**config.mk**
```make
export PLATFORM = sky130hd
export DESIGN_NAME = sync_fifo_lvl
export DESIGN_NICKNAME = d
export VERILOG_FILES = /design/src/rtl/fifo_pkg.sv /design/src/rtl/fifo_mem.sv /design/src/rtl/sync_fifo_lvl.sv
export SDC_FILE = /design/constraint.sdc
export NUM_CORES = 1
export LEC_CHECK = 0
export BUFFER_PORTS_ARGS = -buffer_cell sky130_fd_sc_hd__buf_2
export CAP_MARGIN = 25
export CORE_MARGIN = 3
export CORE_UTILIZATION = 30
export DETAILED_ROUTE_END_ITERATION = 8
export PLACE_DENSITY = 0.42
export SLEW_MARGIN = 25
export SYNTH_ARGS = -nofsm -noshare
export SYNTH_HDL_FRONTEND = slang
export SYNTH_SLANG_ARGS = --single-unit
```
**constraint.sdc**
```tcl
create_clock -name clk -period 4 [get_ports clk]
set_clock_uncertainty 0.05 [all_clocks]
set_input_delay 0.2 -clock clk [delete_from_list [all_inputs] [get_ports clk]]
set_output_delay 0.2 -clock clk [all_outputs]
set_load 0.02 [all_outputs]
```
**src/rtl/fifo_pkg.sv**
```systemverilog
// Types and helpers shared by the single-clock and dual-clock FIFO families.
package fifo_pkg;

    typedef struct packed {
        logic full;
        logic empty;
        logic almost_full;
        logic almost_empty;
        logic overflow;
        logic underflow;
    } fifo_status_t;

    function automatic int DEPTH_OF(input int ptr_width);
        return 1 << ptr_width;
    endfunction

endpackage

```
**src/rtl/fifo_mem.sv**
```systemverilog
// Simple dual-port storage: one write port, one read port whose output is either
// combinational (FALLTROUGH != 0) or a register loaded on re. Swappable for an SRAM macro.
module fifo_mem
    import fifo_pkg::*;
#(
    parameter int WIDTH      = 30,
    parameter int PTR_WIDTH  = 3,
    parameter int FALLTROUGH = 1
) (
    input  logic                 clk,
    input  logic                 res_n,
    input  logic                 we,
    input  logic [PTR_WIDTH-1:0] waddr,
    input  logic [WIDTH-1:0]     wdata,
    input  logic                 re,
    input  logic [PTR_WIDTH-1:0] raddr,
    output logic [WIDTH-1:0]     rdata
);

    localparam int DEPTH = DEPTH_OF(PTR_WIDTH);

    logic [WIDTH-1:0] mem [DEPTH];
    logic [WIDTH-1:0] rd_q;

    // Storage is deliberately not reset so it maps onto plain RAM.
    always_ff @(posedge clk) begin
        if (we) begin
            mem[waddr] <= wdata;
        end
    end

    always_ff @(posedge clk or negedge res_n) begin
        if (!res_n) begin
            rd_q <= '0;
        end else if (re) begin
            rd_q <= mem[raddr];
        end
    end

    assign rdata = (FALLTROUGH != 0) ? mem[raddr] : rd_q;

endmodule

```
**src/rtl/sync_fifo_lvl.sv**
```systemverilog
// Single-clock FIFO with occupancy level, programmable almost-full/empty, flush and
// sticky error flags. Define SYNC_FIFO_PEAK_EN to build the peak_level high-watermark.
module sync_fifo_lvl
    import fifo_pkg::*;
#(
    parameter int WIDTH      = 30,
    parameter int PTR_WIDTH  = 3,
    parameter int FALLTROUGH = 1
) (
    input  logic                 clk,
    input  logic                 res_n,
    input  logic [WIDTH-1:0]     data_in,
    input  logic                 wr,
    input  logic                 rd,
    input  logic                 flush,
    input  logic                 err_clr,
    input  logic [PTR_WIDTH:0]   af_thresh,
    input  logic [PTR_WIDTH:0]   ae_thresh,
    output logic [WIDTH-1:0]     data_out,
    output logic                 full,
    output logic                 empty,
    output logic                 almost_full,
    output logic                 almost_empty,
    output logic [PTR_WIDTH:0]   level,
    output logic                 overflow,
    output logic                 underflow,
    output logic [PTR_WIDTH:0]   peak_level
);

    localparam int                 DEPTH     = DEPTH_OF(PTR_WIDTH);
    localparam logic [PTR_WIDTH:0] DEPTH_LVL = (PTR_WIDTH + 1)'(DEPTH);
    localparam logic [PTR_WIDTH:0] LVL_ONE   = (PTR_WIDTH + 1)'(1);
    localparam logic [PTR_WIDTH-1:0] PTR_ONE = PTR_WIDTH'(1);

    logic [PTR_WIDTH-1:0] wptr;
    logic [PTR_WIDTH-1:0] rptr;
    logic [PTR_WIDTH:0]   lvl_q;
    logic                 ovf_q;
    logic                 unf_q;
    logic                 wr_acc;
    logic                 rd_acc;
    fifo_status_t         status;

    always_comb begin
        status              = '0;
        status.full         = (lvl_q == DEPTH_LVL);
        status.empty        = (lvl_q == '0);
        status.almost_full  = (lvl_q >= af_thresh);
        status.almost_empty = (lvl_q <= ae_thresh);
        status.overflow     = ovf_q;
        status.underflow    = unf_q;
    end

    // Handshake: wr/rd are requests sampled at the rising edge; a write is taken only
    // when not full, a read only when not empty, and flush at the same edge drops both.
    assign wr_acc = wr & ~status.full  & ~flush;
    assign rd_acc = rd & ~status.empty & ~flush;

    always_ff @(posedge clk or negedge res_n) begin
        if (!res_n) begin
            wptr  <= '0;
            rptr  <= '0;
            lvl_q <= '0;
        end else if (flush) begin
            wptr  <= '0;
            rptr  <= '0;
            lvl_q <= '0;
        end else begin
            if (wr_acc) wptr <= wptr + PTR_ONE;
            if (rd_acc) rptr <= rptr + PTR_ONE;
            case ({wr_acc, rd_acc})
                2'b10:   lvl_q <= lvl_q + LVL_ONE;
                2'b01:   lvl_q <= lvl_q - LVL_ONE;
                default: lvl_q <= lvl_q;
            endcase
        end
    end

    // A new error in the same cycle as err_clr keeps the flag set.
    always_ff @(posedge clk or negedge res_n) begin
        if (!res_n) begin
            ovf_q <= 1'b0;
            unf_q <= 1'b0;
        end else begin
            ovf_q <= (wr & status.full  & ~flush) | (ovf_q & ~err_clr);
            unf_q <= (rd & status.empty & ~flush) | (unf_q & ~err_clr);
        end
    end

    fifo_mem #(
        .WIDTH      (WIDTH),
        .PTR_WIDTH  (PTR_WIDTH),
        .FALLTROUGH (FALLTROUGH)
    ) u_mem (
        .clk   (clk),
        .res_n (res_n),
        .we    (wr_acc),
        .waddr (wptr),
        .wdata (data_in),
        .re    (rd_acc),
        .raddr (rptr),
        .rdata (data_out)
    );

`ifdef SYNC_FIFO_PEAK_EN
    logic [PTR_WIDTH:0] peak_q;

    // Follows level one edge behind, so it sees every registered occupancy value.
    always_ff @(posedge clk or negedge res_n) begin
        if (!res_n) begin
            peak_q <= '0;
        end else if (flush) begin
            peak_q <= '0;
        end else if (lvl_q > peak_q) begin
            peak_q <= lvl_q;
        end
    end

    assign peak_level = peak_q;
`else
    assign peak_level = '0;
`endif

    assign full         = status.full;
    assign empty        = status.empty;
    assign almost_full  = status.almost_full;
    assign almost_empty = status.almost_empty;
    assign overflow     = status.overflow;
    assign underflow    = status.underflow;
    assign level        = lvl_q;

endmodule
```
==> reports/qor.yml, run 1 <==
hpwlAfterDp_mm: 12.5
cp-end-kind: "primary output"
irDropWorstVdd_mv: 0.309
power_leakage_nw: 4.18
placed_cells: 983
cts_tree: "yes"
dr.pass1.iters: 4
synth-edff-count: 240
post_synth_inst_count: 468
cts.sinks: 252
drc: 0
post_cts_buffers: 0
synth_top_family_by_area: "multiplexers"
synth-async-reset-ratio_pct: 4.76
met1_length_mm: 9.49
rr_worst_depth: 7
p_per_area_nw_per_um2: 607
area_growth_pct: 24.7
vias_per_cell: 4.55
drive_gt1_share_pct: 39.6
finalSetupViolCount: 0
vias: 4879
ys.warnings.count: 0
n_fill_cell: 3061
cp_data_arrival_time_ps: 2660
avgSynthCellArea_um2: 21.4
timing.fmax_mhz: 343
worstPathMaxFanout: 46
hold_viol: 0
synth_fa_ha_area_share_pct: 1.50
setup.worst_path.start_class: "flip-flop"
rows: 66
ff_latch_area_um2: 7510
diodes: 0
portBuffers: 83
rsz0062_at_grt: "false"
clk_path_buf_depth: 3
fin_setup_tns_ps: 0
pin_count: 88
gp_congestion: 0.736
wl_mm: 21.5
ys_seq_area_share_pct: 75.1
startpoint: "rptr[0]"
synthXorXnorAreaFrac_pct: 0.525
drt_iter0_drc: 204
layout.cells.non_filler: 1073
grt_pass1_wl_mm: 33.1
clockRootBuffer: "clkbuf_16"
status: "finished clean"
core_area_um2: 32700
gr-total-overflow: 0
path_delay_family: "multiplexers"
total_power_mw: 7.57
dp_worst_setup_slack_ps: 1380
ys.flop_type: "edfxtp_1"
synth_area_um2: 10000
post-route-period-util_pct: 72.9
min_path_type: "input port to async pin"
synth_compound_area_share_pct: 1.44
clkTransAtPathRegs_ps: 60
cts_max_level: 1
die_w_um: 189
relSlewSlack_pct: 58.0
dr_wl_met2_mm: 10.6
worst_slack_ps: 1090
ys_types: 38
die_height_um: 189
critPathBufInv: 2
gr-usage-all-layers_pct: 12.2
max_stage_delay_ps: 670
dr_wl_met3_um: 973
crit_required_ps: 3750
r2r-start: "level[1]"
synth_mux_area_share_pct: 17.2
start_util_pct: 30.6
multi_input_area_um2: 2370
drv_slew: 0
max_cap_viol_count: 0
grt_antenna_before_repair: 1
layout.nets: 665
routedWlPerCell_um: 20.1
drtAntennaViolNets: 0
layout_min_cycle_time_ps: 2910
cts_buffers: 29
fin_util_pct: 38.1
tightest_slew_ps: 629
die_area_um2: 35600
critPathKind: "flip-flop to primary output"
crit_chain: "buf_12 > mux4_2 > mux2_2 > buf_2"
first_global_vias: 5414
dr.max_layer_used: "met5"
crit_slowest_cell: "dfrtp_4"
critical_path_cell_count: 4
r2r_setup_slack_ps: 1420
synthSimpleGateAreaFrac_pct: 2.39
synth_seq_cells: 252
grt_start_max_net_pins: 47
insertion_delay_ps: 520
timing repair:
| item | 4_1_cts | 5_1_grt |
|---|---|---|
| hold endpoints to repair | 263 | 0 |
| hold buffers | 36 | 0 |
| gates resized for setup | 0 | 0 |
sequential cells by signal, indices dropped and copies added, names as in the netlist:
signal / count
rptr: 3
u_mem.mem: 240
level: 4
wptr: 3
underflow: 1
overflow: 1
synthesized netlist by cell type, types with 2 or more instances:
cell | instances | share of area [%]
edfxtp_1 | 240 | 72
clkbuf_1 | 13 | 0.49
dfrtp_1 | 12 | 3.0
ha_1 | 12 | 1.5
o21a_1 | 2 | 0.15
buf_2 | 7 | 0.35
nor3_1 | 4 | 0.20
inv_1 | 11 | 0.41
mux2_2 | 30 | 3.4
mux2i_1 | 3 | 0.30
nand2b_1 | 6 | 0.38
nor2_1 | 15 | 0.56
buf_4 | 4 | 0.30
a21oi_1 | 4 | 0.20
inv_2 | 2 | 0.075
mux4_2 | 60 | 14
a21o_1 | 3 | 0.23
o21ai_0 | 4 | 0.20
buf_6 | 2 | 0.23
nand4_1 | 3 | 0.19
nand2_1 | 6 | 0.23
xor2_1 | 5 | 0.44
nand3_1 | 5 | 0.25
layout by cell type (no fill, tap or decap), types with 6 or more instances in the layout:
cell           synthesis  final
ha_1                  12     12
mux2_2                30     30
dfrtp_1               12      9
nand2_1                6      6
buf_4                  4     11
clkbuf_16              0     29
dlygate4sd3_1          0     36
nor2_4                 0      6
mux4_2                60     60
buf_2                  7     83
nor2_1                15      9
edfxtp_1             240    240
bufinv_16              0      8
inv_1                 11     11
nand2b_1               6      6
worst reg2reg max path, delay by kind of cell (launching register included):
kind	cells	cell delay (ps)
flops	1	510
xor+xnor	1	140
compound gates	2	440
fa+ha+maj	1	210
simple gates	3	1120
through the flow:
step / instance area [um^2] / hold WS [ps]
5_1_grt: 12500 / 68.4
2_1_floorplan: 10000 / -146
6_report: 12500 / 46.9
3_5_place_dp: 11000 / 60.1
3_3_place_gp: 11000 / 55.9
4_1_cts: 12400 / 31.2
final cells by class:
cell class,count,share of cell area [%]
clock buffer,31,5.88
clock inverter,22,2.56
inverter,13,0.391
multi-input combinational,180,19.0
sequential,252,60.3
tap,442,4.44
timing repair buffer,133,7.43
power by group:
| part | total, mW | switching (mW) | internal [mW] |
|---|---|---|---|
| registers | 3.15 | 0.134 | 3.02 |
| clock network | 2.86 | 1.02 | 1.84 |
| logic | 1.55 | 0.820 | 0.734 |
final timing paths:
path                                     end
worst max-delay path            data_out[19]
worst min-delay path                level[3]
worst max register to register      level[2]
worst min register to register     underflow
max in group asynchronous            rptr[0]
min in group clk                   underflow
metal layers:
metal	vias up	track usage [%]
met1	2542	16.1
met5	-	0
met4	2	3.15
met2	102	20.7
met3	38	2.42
li1	2195	-
cells by family after synthesis:
| kind of cell | after synthesis |
|---|---|
| flops | 252 |
| xor+xnor | 6 |
| fa+ha+maj | 12 |
| mux | 93 |
| other cells | 1 |
| buf+inv | 39 |
| compound gates | 19 |
| simple gates | 46 |
(Power assumes the default switching activity.)
==> run 2: changes to the inputs <==
--- a/config.mk
+++ b/config.mk
@@ -5,12 +5,13 @@
 export SDC_FILE = /design/constraint.sdc
 export NUM_CORES = 1
 export LEC_CHECK = 0
+export ABC_AREA = 1
 export BUFFER_PORTS_ARGS = -buffer_cell sky130_fd_sc_hd__buf_2
 export CAP_MARGIN = 25
 export CORE_MARGIN = 3
 export CORE_UTILIZATION = 30
 export DETAILED_ROUTE_END_ITERATION = 8
-export PLACE_DENSITY = 0.42
+export PLACE_DENSITY = 0.43
 export SLEW_MARGIN = 25
 export SYNTH_ARGS = -nofsm -noshare
 export SYNTH_HDL_FRONTEND = slang
==> constraint.sdc (replaced) <==
create_clock -name clk -period 2.6 [get_ports clk]
set_clock_uncertainty 0.05 [all_clocks]
set_input_delay 0.13 -clock clk [delete_from_list [all_inputs] [get_ports clk]]
set_output_delay 0.13 -clock clk [all_outputs]
set_load 0.02 [all_outputs]
==> run 2 against run 1 <==
Effect of this change: count of clock-buffer cells in the layout is 1 higher; die area is 1.8% higher; critical path depth is 3 higher; total power is 54% higher; final cell count is 32% higher; combinational power is 100% higher; register-to-register slack worse by 890 ps; hold slack better by 250 ps; first-iteration DRC count is 100% higher; final area is 2.0% higher; non-clock buffer count is 20 higher; critical path type unchanged; critical endpoint is now data_out[1]; largest cell class unchanged; highest routed layer is now met4.
==> reports/qor.yml, run 2 <==
status: "finished clean"
placed_cells: 1325  # +35%
crit_chain: "inv_4 > buf_4 > o21ai_1 > o22ai_1 > nor2_1 > a31oi_1 > buf_2"
worstPathMaxFanout: 20  # -57%
layout_commonest_cell: "edfxtp_1"
ys.warnings.count: 0  # unchanged
ys_types: 30  # -21%
ys_top_cells_by_area: "edfxtp_1 71%, nor2_1 8.3%, o21ai_0 5.6%"
post-route-period-util_pct: 94.7
synth-edff-count: 240  # unchanged
insertion_delay_ps: 540  # +20 ps
timing.fmax_mhz: 406
drt_iter0_drc: 414  # +100%
post_synth_inst_count: 818  # +75%
diodes: 0  # unchanged
p_sw_share_pct: 31.7  # +5.6 points
fin_util_pct: 38.5  # +0.37 points
gr-total-overflow: 0  # unchanged
top_register: "u_mem.mem"
cts.sinks: 252  # unchanged
crit_slowest_cell: "dfrtp_2"
area_growth_pct: 24.8
irDropWorstVdd_mv: 0.505  # +63%
p_seq_share_pct: 40.1  # -1.5 points
layout.nets: 1011  # +52%
die_w_um: 190  # +0.90%
hpwlAfterDp_mm: 13.9  # +11%
timing.hold.ws_ps: 298  # +251 ps
min_path_type: "input port to flip-flop"
clk_path_buf_depth: 3  # unchanged
ys_seq_area_share_pct: 73.7  # -1.4 points
rows: 66  # unchanged
layout_min_cycle_time_ps: 2460
grt_antenna_before_repair: 0  # -1
setup.worst_path.start_class: "flip-flop"
vias: 6536  # +34%
p_per_area_nw_per_um2: 918  # +51%
hold_viol: 0  # unchanged
intPower_mw: 7.97  # +43%
switching_power_mw: 3.70  # +87%
critPathBufInv: 3  # +1
max_stage_delay_ps: 440  # -230 ps
tightest_slew_ps: 671  # +41.4 ps
drtAntennaViolNets: 0  # unchanged
portBuffers: 83  # unchanged
fin_setup_tns_ps: 0  # unchanged
dp_worst_setup_slack_ps: 522  # -861 ps
path_delay_family: "buffers and inverters"
final_cell_mix: "240 x edfxtp_1, 218 x nor2_1, 115 x o21ai_0"
cts_tree: "yes"
rsz0062_at_grt: "false"
clockRootBuffer: "clkbuf_16"
avgSynthCellArea_um2: 12.5  # -42%
drc: 0  # unchanged
cts_max_level: 1  # unchanged
drv_slew: 0  # unchanged
layout.cells.non_filler: 1418  # +32%
critPathKind: "flip-flop to primary output"
clkTransAtPathRegs_ps: 60  # about the same
synth-async-reset-ratio_pct: 4.76  # unchanged
power_leakage_nw: 4.55  # +8.8%
gp_congestion: 0.730  # -0.77%
finalSetupViolCount: 0  # unchanged
first_global_vias: 6618  # +22%
die_height_um: 190  # +0.90%
synth_area_um2: 10200  # +1.9%
grt_start_max_net_pins: 124  # +160%
wl_mm: 26.1  # +21%
cp-end-kind: "primary output"
yosysMostFrequentCell: "edfxtp_1"
vias_per_cell: 4.61  # +1.4%
worst_slack_ps: 139  # -946 ps
grt_pass1_wl_mm: 39.7  # +20%
r2r_setup_slack_ps: 530  # -890 ps
routedWlPerCell_um: 18.4  # -8.4%
pin_count: 88  # unchanged
cts_buffers: 28  # -3.4%
die_area_um2: 36200  # +1.8%
synth_top_area_share_pct: 70.7  # -1.3 points
relSlewSlack_pct: 55.3  # -2.8 points
cp_data_arrival_time_ps: 2280  # -380 ps
start_util_pct: 30.8  # +0.26 points
clockPowerShare_pct: 33.3  # -4.5 points
dr.pass1.iters: 4  # unchanged
core_area_um2: 33000  # +1.0%
crit_required_ps: 2420  # -1330 ps
largest_reg_flops: 240  # unchanged
synth_common_cells: "240 x edfxtp_1, 226 x nor2_1, 115 x o21ai_0, 31 x o22ai_1, 30 x a31oi_1"
gr-usage-all-layers_pct: 14.0  # +1.9 points
p_comb_share_pct: 26.6  # +6.1 points
ys.flop_type: "edfxtp_1"
drive_gt1_share_pct: 18.6  # -21 points
max_cap_viol_count: 0  # unchanged
synth_top_area_cell: "edfxtp_1"
synth_seq_cells: 252  # unchanged
==> run 2: repair_timing <==
action                                  CTS  global route
pin swaps                                 0             1
hold buffers                             39             0
setup buffers                             0             1
endpoints found under the setup margin    9            23
resized for setup                         1             8
endpoints found under the hold margin   262             0
cloned                                    0             2
==> run 2: kinds of logic after synthesis <==
kind of cell    synth area share, %
flops                          73.7
buf+inv                        3.46
compound gates                 10.8
fa+ha+maj                      1.47
xor+xnor                     0.0860
simple gates                   10.4
other cells                  0.0368
==> run 2: worst paths after layout <==
| kind | startpoint | to | cells after the start |
|---|---|---|---|
| max | rptr[1] | data_out[1] | 7 |
| min | err_clr | underflow | 3 |
| max in group asynchronous | res_n | rptr[0] | 3 |
| min in group asynchronous | res_n | wptr[1] | 3 |
| min reg2reg | underflow | underflow | 2 |
| max reg2reg | level[3] | u_mem.mem[3][14] | 8 |
==> run 2: area by class of cell <==
class / count / area (um^2)
timing repair buffer: 153 / 1200
inverter: 33 / 139
multi-input combinational: 487 / 2400
clock inverter: 19 / 168
tap: 442 / 553
clock buffer: 32 / 737
sequential: 252 / 7510
fill: 3228 / 20300
==> run 2: per-layer routing <==
metal / share of wire [%] / GRT usage [%] / up-vias / wire, um
met5: 0 / 0 / - / 0
met4: 1.6 / 2.99 / 0 / 424
met1: 46 / 18.6 / 3180 / 11900
li1: - / - / 3211 / -
met3: 4.1 / 2.11 / 25 / 1070
met2: 49 / 24.5 / 120 / 12700
==> run 2: worst min-delay path: cells and delay by family <==
family	cells	cell delay (ps)
buf+inv	2	630
compound gates	1	80
==> run 2: power by group through the flow <==
| stage | combinational (mW) | clock, mW | sequential (mW) |
|---|---|---|---|
| after floorplan | 1.88 | 0 | 4.79 |
| after global placement | 2.98 | 0 | 4.75 |
| after detailed placement | 2.99 | 0 | 4.76 |
| after CTS | 3.04 | 3.99 | 4.67 |
| after global routing | 3.49 | 4.15 | 4.70 |
| final | 3.11 | 3.88 | 4.68 |
==> run 2: through the flow <==
step                power [mW]  instance area, um^2
floorplan                 6.67                10200
global placement          7.73                11300
detailed placement        7.74                11300
CTS                       11.7                12600
global route              12.3                12700
finish                    11.7                12700
